`src/rtl/uart_rx.sv`:
```
// UART receiver: 8N1. Bit period is (div+1) clocks. The line passes through a
// two-flop synchroniser and a glitch filter, and every bit is sampled mid-bit.
module uart_rx #(
  parameter int DIV_WIDTH     = 8,
  parameter int GLITCH_FILTER = 2
) (
  input  logic                 clk,
  input  logic                 rst,
  input  logic                 rx,
  input  logic [DIV_WIDTH-1:0] div,
  output logic [7:0]           data,
  output logic                 stb
);
  logic [1:0]               sync;
  logic [GLITCH_FILTER-1:0] hist;
  logic                     filt;
  logic                     active;
  logic [DIV_WIDTH-1:0]     tick;
  logic [3:0]               bitn;
  logic [7:0]               sh;

  // Synchronise the line; the filtered level only changes after GLITCH_FILTER equal samples
  always_ff @(posedge clk or posedge rst) begin
    if (rst) begin
      sync <= 2'b11;
      hist <= '1;
      filt <= 1'b1;
    end else begin
      sync <= {sync[0], rx};
      hist <= GLITCH_FILTER'({hist, sync[1]});
      if (&hist)       filt <= 1'b1;
      else if (~|hist) filt <= 1'b0;
    end
  end

  // Frame receiver: half a bit to the centre of the start bit, then one full bit per sample
  always_ff @(posedge clk or posedge rst) begin
    if (rst) begin
      active <= 1'b0;
      tick   <= '0;
      bitn   <= '0;
      sh     <= '0;
      data   <= '0;
      stb    <= 1'b0;
    end else begin
      stb <= 1'b0;
      if (!active) begin
        if (!filt) begin
          active <= 1'b1;
          tick   <= div >> 1;
          bitn   <= '0;
        end
      end else if (tick != '0) begin
        tick <= tick - 1'b1;
      end else begin
        tick <= div;
        bitn <= bitn + 1'b1;
        if (bitn == 4'd0) begin
          // A start bit that is high again at its centre was a glitch
          if (filt) active <= 1'b0;
        end else if (bitn <= 4'd8) begin
          sh <= {filt, sh[7:1]};
        end else begin
          active <= 1'b0;
          if (filt) begin
            data <= sh;
            stb  <= 1'b1;
          end
        end
      end
    end
  end
endmodule

```
`src/rtl/uart_tx.sv`:
```
// UART transmitter: 8N1, bit period (div+1) clocks. Valid/ready: the byte on
// data is taken when valid is seen while idle, and valid must stay high until
// ack; ack pulses for one cycle at the end of the stop bit.
module uart_tx #(
  parameter int DIV_WIDTH = 8
) (
  input  logic                 clk,
  input  logic                 rst,
  input  logic [7:0]           data,
  input  logic                 valid,
  input  logic [DIV_WIDTH-1:0] div,
  output logic                 tx,
  output logic                 ack
);
  logic                 active;
  logic [DIV_WIDTH-1:0] tick;
  logic [3:0]           left;
  logic [8:0]           sh;

  assign ack = active && (tick >= div) && (left == 4'd0);

  // Shift out start, 8 data bits LSB first, then stop; the line idles high
  always_ff @(posedge clk or posedge rst) begin
    if (rst) begin
      active <= 1'b0;
      tick   <= '0;
      left   <= '0;
      sh     <= '1;
      tx     <= 1'b1;
    end else if (!active) begin
      if (valid) begin
        active <= 1'b1;
        tx     <= 1'b0;
        sh     <= {1'b1, data};
        left   <= 4'd9;
        tick   <= '0;
      end
    end else if (tick < div) begin
      tick <= tick + 1'b1;
    end else begin
      tick <= '0;
      if (left == 4'd0) begin
        active <= 1'b0;
      end else begin
        tx   <= sh[0];
        sh   <= {1'b1, sh[8:1]};
        left <= left - 1'b1;
      end
    end
  end
endmodule

```
`src/rtl/uart_wb_bridge.sv`:
```
// UART-to-Wishbone debug initiator: decodes read/write command frames from the
// host, runs one classic Wishbone cycle, and answers with a status byte plus
// read data.
module uart_wb_bridge #(
  parameter int DIV_WIDTH = 8,
  parameter int AW        = 8,
  parameter int DW        = 16,
  parameter int TO_W      = 8
) (
  input  logic                 clk,
  input  logic                 rst_n,
  input  logic                 uart_rx,
  output logic                 uart_tx,
  input  logic [DIV_WIDTH-1:0] uart_div,
  output logic [AW-1:0]        wb_addr,
  output logic [DW-1:0]        wb_wdata,
  input  logic [DW-1:0]        wb_rdata,
  output logic                 wb_we,
  output logic                 wb_cyc,
  input  logic                 wb_ack,
  output logic                 busy,
  output logic                 rx_drop
);
  localparam int AB = AW / 8;
  localparam int DB = DW / 8;
  // Last count value before the bus is abandoned (2^TO_W-1 cycles of wb_cyc)
  localparam logic [TO_W-1:0] TO_LAST = {{(TO_W-1){1'b1}}, 1'b0};

  typedef enum logic [2:0] {S_IDLE, S_ADDR, S_WDATA, S_BUS, S_STAT, S_RDATA} state_t;

  state_t          state, state_d;
  logic            rst;
  logic [7:0]      rx_data;
  logic            rx_stb;
  logic [7:0]      tx_data;
  logic            tx_valid;
  logic            tx_ack;
  logic            is_wr;
  logic [7:0]      cnt;
  logic [TO_W-1:0] to_cnt;
  logic [7:0]      status;
  logic [DW-1:0]   rdata_q;
  logic [AW+7:0]   addr_cat;
  logic [DW+7:0]   wdata_cat;
  logic            rsp_phase;

  assign rst       = ~rst_n;
  assign addr_cat  = {wb_addr, rx_data};
  assign wdata_cat = {wb_wdata, rx_data};
  assign rsp_phase = (state == S_BUS) || (state == S_STAT) || (state == S_RDATA);

  uart_rx #(.DIV_WIDTH(DIV_WIDTH), .GLITCH_FILTER(2)) u_rx (
    .clk(clk), .rst(rst), .rx(uart_rx), .div(uart_div), .data(rx_data), .stb(rx_stb)
  );

  uart_tx #(.DIV_WIDTH(DIV_WIDTH)) u_tx (
    .clk(clk), .rst(rst), .data(tx_data), .valid(tx_valid), .div(uart_div),
    .tx(uart_tx), .ack(tx_ack)
  );

  // State register
  always_ff @(posedge clk or negedge rst_n) begin
    if (!rst_n) state <= S_IDLE;
    else        state <= state_d;
  end

  // Next state and TX byte selection; valid only in STAT/RDATA
  always_comb begin
    state_d  = state;
    tx_valid = 1'b0;
    tx_data  = status;
    case (state)
      S_IDLE:  if (rx_stb && (rx_data == 8'h01 || rx_data == 8'h02)) state_d = S_ADDR;
      S_ADDR:  if (rx_stb && cnt == 8'(AB - 1)) state_d = is_wr ? S_WDATA : S_BUS;
      S_WDATA: if (rx_stb && cnt == 8'(DB - 1)) state_d = S_BUS;
      S_BUS:   if (wb_ack || to_cnt == TO_LAST) state_d = S_STAT;
      S_STAT: begin
        tx_valid = 1'b1;
        tx_data  = status;
        if (tx_ack) state_d = (!is_wr && status == 8'h00) ? S_RDATA : S_IDLE;
      end
      S_RDATA: begin
        tx_valid = 1'b1;
        tx_data  = rdata_q[DW-1 -: 8];
        if (tx_ack && cnt == 8'(DB - 1)) state_d = S_IDLE;
      end
      default: state_d = S_IDLE;
    endcase
  end

  // Frame capture, bus cycle control, response sequencing and status flags
  always_ff @(posedge clk or negedge rst_n) begin
    if (!rst_n) begin
      wb_addr  <= '0;
      wb_wdata <= '0;
      wb_we    <= 1'b0;
      wb_cyc   <= 1'b0;
      busy     <= 1'b0;
      rx_drop  <= 1'b0;
      is_wr    <= 1'b0;
      cnt      <= '0;
      to_cnt   <= '0;
      status   <= '0;
      rdata_q  <= '0;
    end else begin
      busy <= (state_d != S_IDLE);
      if (rx_stb && rsp_phase) rx_drop <= 1'b1;
      case (state)
        S_IDLE: begin
          if (state_d == S_ADDR) begin
            is_wr <= (rx_data == 8'h02);
            cnt   <= '0;
          end
        end
        S_ADDR: begin
          if (rx_stb) begin
            wb_addr <= addr_cat[AW-1:0];
            cnt     <= (state_d == S_ADDR) ? cnt + 1'b1 : 8'd0;
          end
          if (state_d == S_BUS) begin
            wb_cyc <= 1'b1;
            wb_we  <= is_wr;
            to_cnt <= '0;
          end
        end
        S_WDATA: begin
          if (rx_stb) begin
            wb_wdata <= wdata_cat[DW-1:0];
            cnt      <= cnt + 1'b1;
          end
          if (state_d == S_BUS) begin
            wb_cyc <= 1'b1;
            wb_we  <= is_wr;
            to_cnt <= '0;
          end
        end
        S_BUS: begin
          // An ack on the terminal-count cycle still counts as success
          if (wb_ack) begin
            wb_cyc <= 1'b0;
            wb_we  <= 1'b0;
            status <= 8'h00;
            if (!is_wr) rdata_q <= wb_rdata;
          end else if (to_cnt == TO_LAST) begin
            wb_cyc <= 1'b0;
            wb_we  <= 1'b0;
            status <= 8'hEE;
          end else begin
            to_cnt <= to_cnt + 1'b1;
          end
        end
        S_STAT: cnt <= '0;
        S_RDATA: begin
          if (tx_ack) begin
            rdata_q <= rdata_q << 8;
            cnt     <= cnt + 1'b1;
          end
        end
        default: ;
      endcase
    end
  end
endmodule

```
`config.mk`:
```
export PLATFORM = sky130hd
export DESIGN_NAME = uart_wb_bridge
export DESIGN_NICKNAME = d
export VERILOG_FILES = /design/src/rtl/uart_rx.sv /design/src/rtl/uart_tx.sv /design/src/rtl/uart_wb_bridge.sv
export SDC_FILE = /design/constraint.sdc
export NUM_CORES = 1
export LEC_CHECK = 0
export CAP_MARGIN = 20
export CORE_UTILIZATION = 45
export DETAILED_ROUTE_END_ITERATION = 8
export DONT_BUFFER_PORTS = 1
export PLACE_DENSITY_LB_ADDON = 0.08
export SYNTH_ARGS = -nofsm -noshare
export SYNTH_HDL_FRONTEND = slang
export SYNTH_SLANG_ARGS = --single-unit
```
`constraint.sdc`:
```
create_clock -name clk -period 7.54 [get_ports clk]
set_input_delay 0.754 -clock clk [delete_from_list [all_inputs] [get_ports clk]]
set_output_delay 0.754 -clock clk [all_outputs]
set_load 0.005 [all_outputs]
```
==> results of run 1 <==
-- cell families after synthesis --
family,synth area share
AO/OA/AOI/OAI,0.129
buffers and inverters,0.0336
flip-flops,0.516
multiplexers,0.0966
AND/OR/NAND/NOR,0.159
adder cells (fa/ha/maj),0.0420
XOR/XNOR,0.0235
-- report_power, final --
part,switching [W],total [W],internal (W)
Sequential,0.000110,0.000904,0.000794
Clock,0.000275,0.000843,0.000568
Combinational,0.000289,0.000511,0.000222
-- registers in the layout, indices dropped and copies added, names as in the netlist, 2 cells and up --
name,flops
rdata_q,16
wb_wdata,16
cnt,8
to_cnt,8
u_rx.data,8
u_rx.sh,8
u_rx.tick,8
u_tx.sh,8
u_tx.tick,8
wb_addr,8
u_rx.bitn,4
u_tx.left,4
state,3
u_rx.hist,2
u_rx.sync,2
-- critical path: stages, from the launching register on --
cell and delay [ps]:
dfrtp_1 640, inv_2 140, or4_1 600, a311o_1 450
and2_1 190, a221o_1 340, or3_1 360
-- cell type report --
type | instances | share of cell area
Multi-Input combinational cell | 397 | 0.398
Clock inverter | 6 | 0.0162
Clock buffer | 24 | 0.0754
Tap cell | 172 | 0.0317
Inverter | 35 | 0.0194
Sequential cell | 122 | 0.453
Timing Repair Buffer | 5 | 0.00664
-- per-layer routing --
layer / part of all wire / up-vias
li1: - / 2045
met1: 0.47 / 2063
met2: 0.46 / 79
met3: 0.047 / 19
met4: 0.019 / 0
met5: 0 / -
-- final timing paths --
path,start,to,slack (ps),depth (start not counted)
max reg2reg,u_tx.active,busy,4680,6
min reg2reg,u_rx.sync[0],u_rx.sync[1],350,0
min,rst_n,u_rx.tick[6],30,0
max in group asynchronous,rst_n,u_rx.hist[0],7270,0
max,u_tx.active,busy,4680,6
min in group clk,uart_rx,u_rx.sync[0],340,0
-- cell usage in the layout (no fill, tap or decap), types with 2 or more instances in the layout --
cell type	synthesis	layout
a211oi_1	2	2
a21boi_0	2	2
a21o_1	6	6
a21oi_1	25	25
a22o_1	9	9
a22oi_1	2	2
a311o_1	2	2
a31oi_1	10	9
and2_1	2	2
and3_1	10	10
buf_4	0	4
bufinv_16	0	3
clkbuf_16	0	17
clkbuf_8	0	6
clkinvlp_4	0	2
dfrtp_1	108	108
dfstp_2	14	14
ha_1	20	20
inv_1	34	34
mux2_2	44	44
mux2i_1	8	8
nand2_1	54	54
nand2b_1	6	6
nand3_1	22	22
nand3b_1	5	5
nand4_1	6	6
nor2_1	41	41
nor2b_1	6	6
nor3_1	4	4
nor3b_1	6	6
nor4_1	3	3
o211ai_1	8	8
o21ai_0	47	47
o22ai_1	3	3
or2_2	2	2
or3_1	4	4
or4_1	2	2
xnor2_1	4	4
xor2_1	12	12
-- stage by stage --
step | instances | hold slack [ps] | power, W
floorplan | 572 | 345 | 0.00130
global placement | 729 | 346 | 0.00139
detailed placement | 730 | 347 | 0.00142
CTS | 760 | 10.6 | 0.00228
global route | 761 | 6.79 | 0.00241
finish | 761 | 32.5 | 0.00226
==> metrics, run 1 <==
drt initial violations=324; Max H-tree Level=4; top cells by area, synth=dfrtp_1 45%, mux2_2 8.3%, dfstp_2 6.2%, ha_1 4.2%, o21ai_0 3.9%; fmax=~0.35 GHz; row count=41; Root Buffer=clkbuf_16; synthesized area per cell=approximately 10 um^2; grt total ovfl=0; routing usage on met3=0.0633; Most Used Layer, Global Route=met2; count of final hold-check violations=0; register clock-pin slew on the reported worst setup and hold paths=60 ps; Crit. End Element=flop; dominant register cell in the synthesized netlist=dfrtp_1; Fillers=1100; layout cells sized above 1=0.177; Clock Tree Buf Depth=2; Post-CTS Hold Fix Bufs=0; PwrDens=333 mW/mm^2; most frequent cells after synthesis=108 x dfrtp_1, 54 x nand2_1, 47 x o21ai_0; clk sinks=122; Pleak=3.16 nW; Setup Viol. Count Final=0; post-DP HPWL=8240 um; asr flop ratio synth=1.00; Hold Path Class=primary input to async pin; syn nets=620; vias in the first global route=between 4k and 5k; Required @ worst endpoint=7820 ps; Synth Instances=~570; synthesis-to-layout area growth=13.9%; # IOs=57; yosys warns=0; crit path max fanout=16; sequential share of the synthesized area=0.516; final setup TNS=0 ps; Pins Over Slew Limit=0; Worst-Skew Late Latency=between 400 and 500 ps; cell with the most instances after synthesis=dfrtp_1; Routed WL=roughly 12000 um; Routed WL per cell=15.9 um; IO Port Bufs=0; flops & latches, synth=122; DRC errors left=0; Die Span Y=117 um; placed cell area=0.00615 mm^2; Worst VDD drop=0.168 mV; initial core utilization=0.466; met2 usage=0.292; die area=0.0137 mm^2; RePlAce Congestion=0.722; post-synth top area cell=dfrtp_1; Post-synth EDFFs=0; Worst Skew=roughly 9.5 ps; global-route wire length before repair=between 20000 and 25000 um; Post-Syn Area=between 0.005 and 0.006 mm^2; Worst Max-Slew Pin Slew=781 ps; CTS resizes=0; Post-DRT Antenna Nets=0; area of the multi-input gates=0.00270 mm^2; top-area cell type share of the netlist area=0.454; post-CTS setup buffer count=0; Reg area=approximately 0.0031 mm^2; Core Util, Final=0.531; antenna cells=0; status=finished clean; post-placement setup slack=4290 ps; final net count=626; Netlist cell types=58; post-layout instance area=0.00678 mm^2; initial antenna violation count=0; RSZ-0062 raised after global routing=no; crit start category=flop; # Max-Cap Violations=0; CTS tree=built; All-Layer GR Usage=0.196; met1 Use GR=0.261; period utilization=0.380; TritonCTS Buffers=17; Die W=~120 um; Slew HR=0.480; routed vias/inst=5.53; pin count of the biggest net entering global routing=123; critical path arrival=3140 ps; critical path class=flop to flop; Initial DRT Pass Iterations=4; DR vias=4206; core footprint=0.0128 mm^2; clock period minus worst slack=2860 ps; setup ws final=4680 ps
Note: power is estimated with default switching activity, not from simulation.
==> run 2: changes to the inputs <==
==> constraint.sdc (replaced) <==
create_clock -name clk -period 2.67 [get_ports clk]
set_input_delay 0.267 -clock clk [delete_from_list [all_inputs] [get_ports clk]]
set_output_delay 0.267 -clock clk [all_outputs]
set_load 0.005 [all_outputs]
==> metrics, run 2 (synthesis gave the netlist of run 1 again) <==
Pins Over Slew Limit=0; Post-CTS Hold Fix Bufs=12; antenna cells=0; Largest regs=rdata_q x16, wb_wdata x16; initial core utilization=0.466; Routed WL per cell=roughly 16 um; period utilization=0.948; Hold Path Class=primary input to async pin; pin count of the biggest net entering global routing=123; Required @ worst endpoint=~3000 ps; Slew HR=0.628; most frequent cells in the layout=108 x dfrtp_1, 54 x nand2_1, 46 x o21ai_0; met2 WL=5980 um; RSZ-0062 raised after global routing=no; RePlAce Congestion=0.764; PwrDens=936 mW/mm^2; fmax=0.395 GHz; row count=41; critical path class=flop to flop; Crit. End Element=flop; Comb power frac=0.229; die area=0.0137 mm^2; TritonCTS Buffers=17; R2R Setup Slk=140 ps; final setup TNS=0 ps; violated checks=hold timing; Fin Hold WS=-452 ps; Max H-tree Level=4; post-layout instance area=0.00700 mm^2; final net count=647; Clock Tree Buf Depth=2; IO Port Bufs=0; Routed WL=12600 um; Reg power frac=0.390; WL met1=5910 um; # IOs=57; most common cell after layout, fill and taps aside=dfrtp_1; clock period minus worst slack=2530 ps; routed vias/inst=5.49; switch share=0.298; post-DP HPWL=8380 um; critical path arrival=about 2900 ps; crit start category=flop; status=finished, violations left; Worst Max-Slew Pin Slew=556 ps; crit path max fanout=8; Net Sw Power=about 0.0020 W; grt total ovfl=0; # Max-Cap Violations=0; DRC errors left=0; Initial DRT Pass Iterations=4; post-placement setup slack=56.3 ps; Worst-Skew Late Latency=between 400 and 500 ps; clk sinks=122; clock power share=0.381; synthesis-to-layout area growth=17.6%; Highest Signal Layer=met4; vias in the first global route=4220; global-route wire length before repair=20800 um; Root Buffer=clkbuf_16; initial antenna violation count=0; FF-to-FF path depth=8; CP startpoint=u_tx.left[0]; Die W=117 um; internal power=approximately 0.0046 W; Worst R2R Start=u_tx.left[0]; CTS tree=built; count of final hold-check violations=roughly 120; setup ws final=139 ps; routed wl met3=588 um; core footprint=0.0128 mm^2; drt initial violations=roughly 300; Fillers=between 1k and 1.5k; reg-to-reg endpoint=cnt[0]; crit path to=cnt[0]; placed cell area=0.00623 mm^2; register clock-pin slew on the reported worst setup and hold paths=around 60 ps; Worst VDD drop=between 0.6 and 0.7 mV; Setup Viol. Count Final=0; Die Span Y=117 um; All-Layer GR Usage=0.201; Post-DRT Antenna Nets=0; Pleak=3.27 nW; layout cells sized above 1=0.186; DR vias=4301; Worst Skew=5.85 ps
-- run 2: cell types whose count changed in the layout (fill, tap and decap cells not counted), sizes merged --
cell | previous run | this run
dlygate4sd3 | 0 | 12
buf | 5 | 14
clkinv | 1 | 5
clkbuf | 24 | 21
clkinvlp | 2 | 1
bufinv | 3 | 5
-- run 2: per-layer routing --
metal,up-vias,global-route usage
met2,86,0.326
met3,11,0.0690
met5,-,0
met1,2119,0.257
met4,0,0.0582
li1,2085,-
-- run 2: how the worst min path moves through the flow --
| stage | from | to | cells past startpoint |
|---|---|---|---|
| global placement | rst_n | u_rx.tick[6] | 0 |
| detailed placement | rst_n | u_rx.tick[6] | 0 |
| finish | rst_n | u_rx.tick[7] | 0 |
| floorplan | rst_n | busy | 0 |
| CTS | rst_n | u_rx.tick[6] | 0 |
| global route | rst_n | u_rx.tick[6] | 0 |
-- run 2: stage by stage --
step,power [W],instances,utilization
3_5_place_dp,0.00406,739,0.487
6_report,0.00655,784,0.548
3_3_place_gp,0.00399,739,0.487
4_1_cts,0.00662,783,0.547
2_1_floorplan,0.00368,572,-
5_1_grt,0.00700,784,0.548
-- run 2: timing repair --
item                                   4_1_cts  5_1_grt
setup buffers                                0        1
setup endpoints to repair                    0        8
endpoints found under the hold margin      134      122
gates resized for setup                      0        2
-- run 2: power groups by stage --
stage / clock network (W) / registers [W] / logic, W
after CTS: 0.00256 / 0.00255 / 0.00151
final: 0.00250 / 0.00255 / 0.00150
after detailed placement: 0 / 0.00258 / 0.00148
after global routing: 0.00265 / 0.00262 / 0.00173
after floorplan: 0 / 0.00249 / 0.00119
after global placement: 0 / 0.00256 / 0.00143
-- run 2: layout make-up --
class | count | area, um^2 | share of cell area
multi-input combinational | 397 | 2700 | 0.386
tap | 172 | 215 | 0.0307
sequential | 122 | 3070 | 0.439
clock buffer | 21 | 450 | 0.0643
timing repair buffer | 26 | 238 | 0.0340
inverter | 35 | 131 | 0.0188
clock inverter | 11 | 194 | 0.0277
-- run 2: critical path, stage by stage (launching register included) --
cell	delay, ps
dfrtp_1	400
inv_1	60
ha_1	140
inv_1	60
or4_4	550
a311o_1	350
a21oi_2	370
o21a_1	330
mux2_2	200
==> run 3: changes to the inputs <==
--- a/config.mk
+++ b/config.mk
@@ -10,6 +10,7 @@
 export DETAILED_ROUTE_END_ITERATION = 8
 export DONT_BUFFER_PORTS = 1
 export PLACE_DENSITY_LB_ADDON = 0.08
+export SLEW_MARGIN = 5
 export SYNTH_ARGS = -nofsm -noshare
 export SYNTH_HDL_FRONTEND = slang
 export SYNTH_SLANG_ARGS = --single-unit
==> results of run 3 <==
The final DEF is identical to that of run 2; final timing and power are the same.
